**config.mk**
```make
export PLATFORM = sky130hd
export DESIGN_NAME = odd_parity_rx
export DESIGN_NICKNAME = d
export VERILOG_FILES = /design/src/rtl/odd_parity_rx.sv
export SDC_FILE = /design/constraint.sdc
export NUM_CORES = 1
export LEC_CHECK = 0
export ABC_CLOCK_PERIOD_IN_PS = 3420
export BUFFER_PORTS_ARGS = -buffer_cell sky130_fd_sc_hd__buf_2
export CORE_MARGIN = 4
export CORE_UTILIZATION = 50
export CTS_BUF_LIST = sky130_fd_sc_hd__clkbuf_16
export DETAILED_ROUTE_END_ITERATION = 8
export MAX_ROUTING_LAYER = met4
export PLACE_DENSITY = 0.69
export SLEW_MARGIN = 10
export SYNTH_ARGS = -nofsm -noshare
export SYNTH_HDL_FRONTEND = slang
export SYNTH_SLANG_ARGS = --single-unit
```
**constraint.sdc**
```tcl
create_clock -name clk -period 3.42 [get_ports clk]
set_clock_uncertainty 0.15 [all_clocks]
set_input_delay 0.342 -clock clk [delete_from_list [all_inputs] [get_ports clk]]
set_output_delay 0.342 -clock clk [all_outputs]
set_load 0.02 [all_outputs]
```
**src/rtl/odd_parity_rx.sv**
```systemverilog
// odd_parity_rx
//   Serial receiver for an 8-bit odd-parity link. A frame is 1 start bit,
//   8 data bits (LSB first), 1 odd-parity bit and 1 stop bit. Each bit is
//   sampled near its centre, timed from the synchronised start edge.
//
// Parameters
//   CLKS_PER_BIT  clock cycles per serial bit (even, >= 4)
//
// Ports
//   clk         system clock, rising edge
//   rst_n       asynchronous active-low reset
//   rx_serial   serial line, idles high, asynchronous to clk
//   data_out    last received byte, held until the next frame completes
//   data_valid  one-cycle strobe qualifying data_out / parity_err / frame_err
//   parity_err  data bits plus parity bit hold an even number of ones
//   frame_err   sampled stop bit was 0
//   busy        high while a frame is in progress
module odd_parity_rx #(
  parameter int CLKS_PER_BIT = 16
) (
  input  logic       clk,
  input  logic       rst_n,
  input  logic       rx_serial,
  output logic [7:0] data_out,
  output logic       data_valid,
  output logic       parity_err,
  output logic       frame_err,
  output logic       busy
);

  localparam int CW = $clog2(CLKS_PER_BIT);
  localparam logic [CW-1:0] HALF_CNT = CW'(CLKS_PER_BIT / 2 - 1);
  localparam logic [CW-1:0] FULL_CNT = CW'(CLKS_PER_BIT - 1);

  localparam logic [2:0] IDLE   = 3'd0;
  localparam logic [2:0] START  = 3'd1;
  localparam logic [2:0] DATA   = 3'd2;
  localparam logic [2:0] PARITY = 3'd3;
  localparam logic [2:0] STOP   = 3'd4;

  logic [2:0]    state;
  logic [CW-1:0] bit_cnt;
  logic [2:0]    idx;
  logic          s1, s2, s_prev;
  logic          start_det;
  logic [7:0]    shreg;
  logic          par_bit;

  // Odd parity: a correct frame has an odd count of ones over data + parity.
  function automatic logic parity_fault(input logic [7:0] b, input logic p);
    return ~(^{b, p});
  endfunction

  // Arm only on a genuine falling edge so a held-low (break) line cannot
  // retrigger the receiver after a frame.
  assign start_det = s_prev & ~s2;
  assign busy      = (state != IDLE);

  always_ff @(posedge clk or negedge rst_n) begin
    if (!rst_n) begin
      s1         <= 1'b1;
      s2         <= 1'b1;
      s_prev     <= 1'b1;
      state      <= IDLE;
      bit_cnt    <= '0;
      idx        <= '0;
      data_out   <= '0;
      data_valid <= 1'b0;
      parity_err <= 1'b0;
      frame_err  <= 1'b0;
    end else begin
      s1         <= rx_serial;
      s2         <= s1;
      s_prev     <= s2;
      data_valid <= 1'b0;
      case (state)
        IDLE: begin
          if (start_det) begin
            bit_cnt <= '0;
            state   <= START;
          end
        end
        START: begin
          if (bit_cnt == HALF_CNT) begin
            if (!s2) begin
              bit_cnt <= '0;
              idx     <= '0;
              state   <= DATA;
            end else begin
              // Line went back high before mid-bit: treat as a glitch.
              state <= IDLE;
            end
          end else begin
            bit_cnt <= bit_cnt + 1'b1;
          end
        end
        DATA: begin
          if (bit_cnt == FULL_CNT) begin
            bit_cnt <= '0;
            if (idx == 3'd7) state <= PARITY;
            else             idx   <= idx + 3'd1;
          end else begin
            bit_cnt <= bit_cnt + 1'b1;
          end
        end
        PARITY: begin
          if (bit_cnt == FULL_CNT) begin
            bit_cnt <= '0;
            state   <= STOP;
          end else begin
            bit_cnt <= bit_cnt + 1'b1;
          end
        end
        STOP: begin
          if (bit_cnt == FULL_CNT) begin
            bit_cnt    <= '0;
            data_out   <= shreg;
            parity_err <= parity_fault(shreg, par_bit);
            frame_err  <= ~s2;
            data_valid <= 1'b1;
            state      <= IDLE;
          end else begin
            bit_cnt <= bit_cnt + 1'b1;
          end
        end
        default: state <= IDLE;
      endcase
    end
  end

  // Datapath capture: no reset needed, contents are only consumed after a
  // full frame has overwritten them.
  always_ff @(posedge clk) begin
    if (state == DATA && bit_cnt == FULL_CNT)
      shreg <= {s2, shreg[7:1]};
    if (state == PARITY && bit_cnt == FULL_CNT)
      par_bit <= s2;
  end

endmodule

```
Word-level counts from Yosys, hierarchy flattened. Index checks and enable logic that the tools add are counted. Widths: inputs -> output; s select.

$add $sub $neg: 2. Multipliers: 0. Divide/modulo/power cells: 0. Order comparisons: 0. Equality and inequality tests: 16. Shifts and indexed selects: 0. Multiplexer cells: 20. Bitwise logic cells: 3. Reductions and logical operators: 12.

Operator list (count): $mux 3 (10); $mux 4 (4); $ne 2x2->1 const B (8); $pmux 3 s5 (1); $pmux 4 s3 (1); $reduce_xor 9->1 (1); $eq 3x2->1 const B (2); $eq 3x3->1 const B (2); $pmux 3 s2 (1); $reduce_and 6->1 (1); $reduce_bool 3->1 (2); $reduce_and 5->1 (1); $add 4x1->4 const B (1); $eq 4x3->1 const B (1); $eq 4x4->1 const B (1); $add 3x1->3 const B (1); $eq 3x1->1 const B (1); $logic_not 3->1 (1); $ne 3x3->1 const B (1); $reduce_and 3->1 (1); $reduce_or 3->1 (1); $logic_and 1x1->1 (2); $mux 1 (2); $mux 2 (1); other kinds (4) (5).

Register bits: 33. Bits in latches: 0. Memory bits (writable): 0. Memory bits (read-only): 0. Bits of input ports: 3. Output and inout port bits: 12. Word-level logic and storage cells: 65. Memories: 0.

Depth between registers and ports, before layout.
Word-level depth: 4. Depth in mapped cells: 6. Mapped depth without buffers: 6.

Worst setup path before layout. No wires, ideal clock.

Path type: reg-to-reg. Start: register bit_cnt[1]. End: register shreg[0] (enable). Library setup time: 0.383 ns. Arrival: 1.562 ns. Required time: 2.887 ns. Setup slack: 1.325 ns. Cell stages (with the launch flop): 6. Buffers on the path: 1. Period minus slack after synthesis: 2.095 ns. Path through: dfrtp_1 ha_1 and2_1 buf_6 nand2_1 nor3_1.

Cells in the longest elaborated chain, start to end: 2.

RTL lines: start, declared (RTL line 42) `logic [CW-1:0] bit_cnt;`; start signal, assigned (RTL line 94) `bit_cnt <= bit_cnt + 1'b1;`; start signal, assigned (RTL line 103) `bit_cnt <= bit_cnt + 1'b1;`; start signal, assigned (RTL line 111) `bit_cnt <= bit_cnt + 1'b1;`; $eq 4x4->1 (RTL line 134) `if (state == DATA && bit_cnt == FULL_CNT)`; $logic_and 1x1->1 (RTL line 134); end signal, assigned (RTL line 135) `shreg <= {s2, shreg[7:1]};`; end, declared (RTL line 46) `logic [7:0] shreg;`.

No other way between the ends. A chain may end at the register's enable or synchronous reset.

Final worst setup path.
Start: register bit_cnt[1]. End: register shreg[7] (enable).

The elaborated chain is that of the path after synthesis.

==> results_dict.tcl <==
set metrics [dict create \
    status "finished clean" \
    critPathLaunchType "register" \
    tightestPinTransition_ps 543 \
    holdWs_ps 19.4 \
    power.leakage_nw 0.850 \
    slew_headroom_pct 63.8 \
    gp_congestion 0.827 \
    maxCapViolCount 0 \
    clk_latency_ps 280 \
    ys_ff_latch 33 \
    grt_overflow 0 \
    fillCellCount 257 \
    syn_nets 140 \
    drv_slew 0 \
    cp_max_fo 8 \
    routed_wl_um 3010 \
    dr.pass1.iters 4 \
    grt_pass1_wl_um 5340 \
    wl_per_cell_um 15.4 \
    path_clk_slew_ps 50 \
    cp_slowest_cell "dfrtp_1" \
    tritoncts "done" \
    cts_root_buf "clkbuf_16" \
    crit_start "bit_cnt[1]" \
    clock_path_buffers 2 \
    avgSynthCellArea_um2 12.1 \
    fmax_mhz 506 \
    grt_max_degree 25 \
    cp-end-kind "register" \
    grt_pass1_vias 1090 \
    antenna_found_initial 0 \
    die_area_um2 4220 \
    vias_per_cell 5.53 \
    diodes 0 \
    rows 20 \
    p_per_area_nw_per_um2 535 \
    ios 15 \
    setup_tns_ps 0 \
    layout.nets 156 \
    instances_no_fill 195 \
    first_iter_violations 89 \
    hpwlAfterDp_um 1950 \
    htreeDepth 2 \
    design.core.area_um2 3080 \
    ir_drop_mv 0.383 \
    track_usage_pct 17.4 \
    critPathTopFamily "simple AND/OR/NAND/NOR gates" \
    cp_slowest_stage_delay_ps 410 \
    seq_area_frac_synth_pct 53.9 \
    finalSetupViolations 0 \
    synth_cell_type_count 45 \
    arrival_ps 1800 \
    cts.sinks 33 \
    vias 1079 \
    path_buf_inv 1 \
    area_delta_synth_final_pct 15.2 \
    drtAntennaViolNets 0 \
    rr_startpoint "bit_cnt[1]" \
    async_flop_share_pct 72.7 \
    cts_made_buffers 5 \
    cp_data_required_time_ps 3250 \
    placed_cells 186 \
    worstSetupPathType "register to register" \
    grt_setup_unrepaired "no" \
    start_util_pct 52.8 \
    chipWidth_um 65.0 \
    drc 0 \
    min_from "rx_serial" \
    synth_enable_flop_cells 9 \
    yosysWarningCount 0 \
    syn_area_um2 1620 \
    die_h_um 65.0 \
    cp_cell_sequence "ha_1, and2_1, nand2_1, nor3_1, buf_4" \
    synth_ff_type "dfrtp_1" \
    hold_viol 0 \
    numPortBuffers 14 \
    fin_crit_ps 1970 \
    syn_inst 134 \
    period_share_pct 57.7 \
    hp-class "primary input to register" \
    drive_above_1_share_pct 25.8 \
]
-- registers in the layout (all words and copies together), names as in the netlist --
register,cells
data_out,8
shreg,8
bit_cnt,4
idx,3
state,3
data_valid,1
frame_err,1
par_bit,1
parity_err,1
s1,1
s2,1
s_prev,1
-- logic make-up (layout without fill, tap and decap cells) --
group	after synthesis	in the layout	synth area share, %
compound gates	30	30	12.1
xor+xnor	7	7	4.62
fa+ha+maj	3	3	2.31
buf+inv	15	32	5.47
flops	33	33	53.9
mux	13	13	9.86
simple gates	33	33	11.8
-- per-stage QoR --
step / instance area, um^2 / power [mW] / worst slack [ps] / utilization [%]
after global routing: 1870 / 1.04 / 1320 / 60.8
final: 1870 / 1.00 / 1450 / 60.8
after floorplan: 1620 / 0.495 / 1320 / -
after CTS: 1870 / 1.01 / 1470 / 60.8
after global placement: 1700 / 0.510 / 1480 / 55.2
after detailed placement: 1700 / 0.515 / 1500 / 55.2
-- layer usage --
layer / up-vias / global-route usage [%] / part of all wire, %
met2: 33 / 26.6 / 48
met4: 0 / 6.33 / 1.6
met5: - / - / 0
li1: 515 / - / -
met3: 5 / 5.72 / 5.0
met1: 526 / 21.7 / 45
-- path summary, 6_finish.rpt --
kind                              end  slack [ps]  cells past startpoint
setup / recovery             shreg[7]        1450                      5
hold / removal                     s1          20                      1
setup reg to reg             shreg[7]        1450                      5
hold reg to reg                    s2         200                      0
max in group asynchronous          s1        2310                      2
min in group asynchronous  bit_cnt[1]         430                      2
-- timing repair --
action | CTS | global route
setup buffers | 0 | 0
resized for setup | 0 | 0
hold buffers | 1 | 0
endpoints found under the hold margin | 21 | 0
-- layout by cell type, fill, tap and decap left out, types with 2 or more instances in the layout --
cell       Yosys  layout
nor3_1         3       3
nor2_1         3       3
buf_2          2      14
inv_1          8       9
mux2_4         5       5
nand3_1        3       3
nor2b_1        3       3
a211oi_1       2       2
dfrtp_1       21      21
o21ai_0       13      13
mux2_2         4       4
clkbuf_16      0       5
xnor2_1        5       5
dfstp_2        3       3
a21oi_1        4       4
ha_1           3       3
nand2_1        8       8
mux2i_1        4       4
and2_1         2       2
edfxtp_1       9       9
-- power breakdown --
| part | leakage (nW) | internal (mW) | total (mW) | switching, mW |
|---|---|---|---|---|
| sequential | 0.403 | 0.418 | 0.438 | 0.0199 |
| combinational | 0.365 | 0.0343 | 0.0742 | 0.0399 |
| clock | 0.0826 | 0.337 | 0.488 | 0.151 |
-- Yosys cell counts (all sizes together), types with 2 or more instances --
cell type  instances  area (um^2)
o21ai             13         65.1
inv                8         30.0
ha                 3         37.5
a211oi             2         15.0
nand2              8         30.0
a21oi              5         28.8
edfxtp             9          270
mux2i              4         40.0
mux2               9          120
nor2               3         11.3
a21boi             2         18.8
nand3              4         25.0
dfrtp             21          526
and2               2         12.5
nor2b              3         18.8
buf                7         58.8
xnor2              5         43.8
nor3               3         15.0
dfstp              3         78.8
-- worst register-to-register path, cell delays in order, from the launching register on --
cell and delay (ps):
dfrtp_1 410, ha_1 290, and2_1 320, nand2_1 120
nor3_1 190, buf_4 200
-- cell type report --
type	instances	area [um^2]	share of cell area (%)
clock buffer	5	125	6.69
inverter	8	30.0	1.61
multi-input combinational	86	661	35.3
timing repair buffer	16	87.6	4.68
clock inverter	3	37.5	2.01
tap	44	55.1	2.94
sequential	33	875	46.8
(Power assumes the default switching activity.)
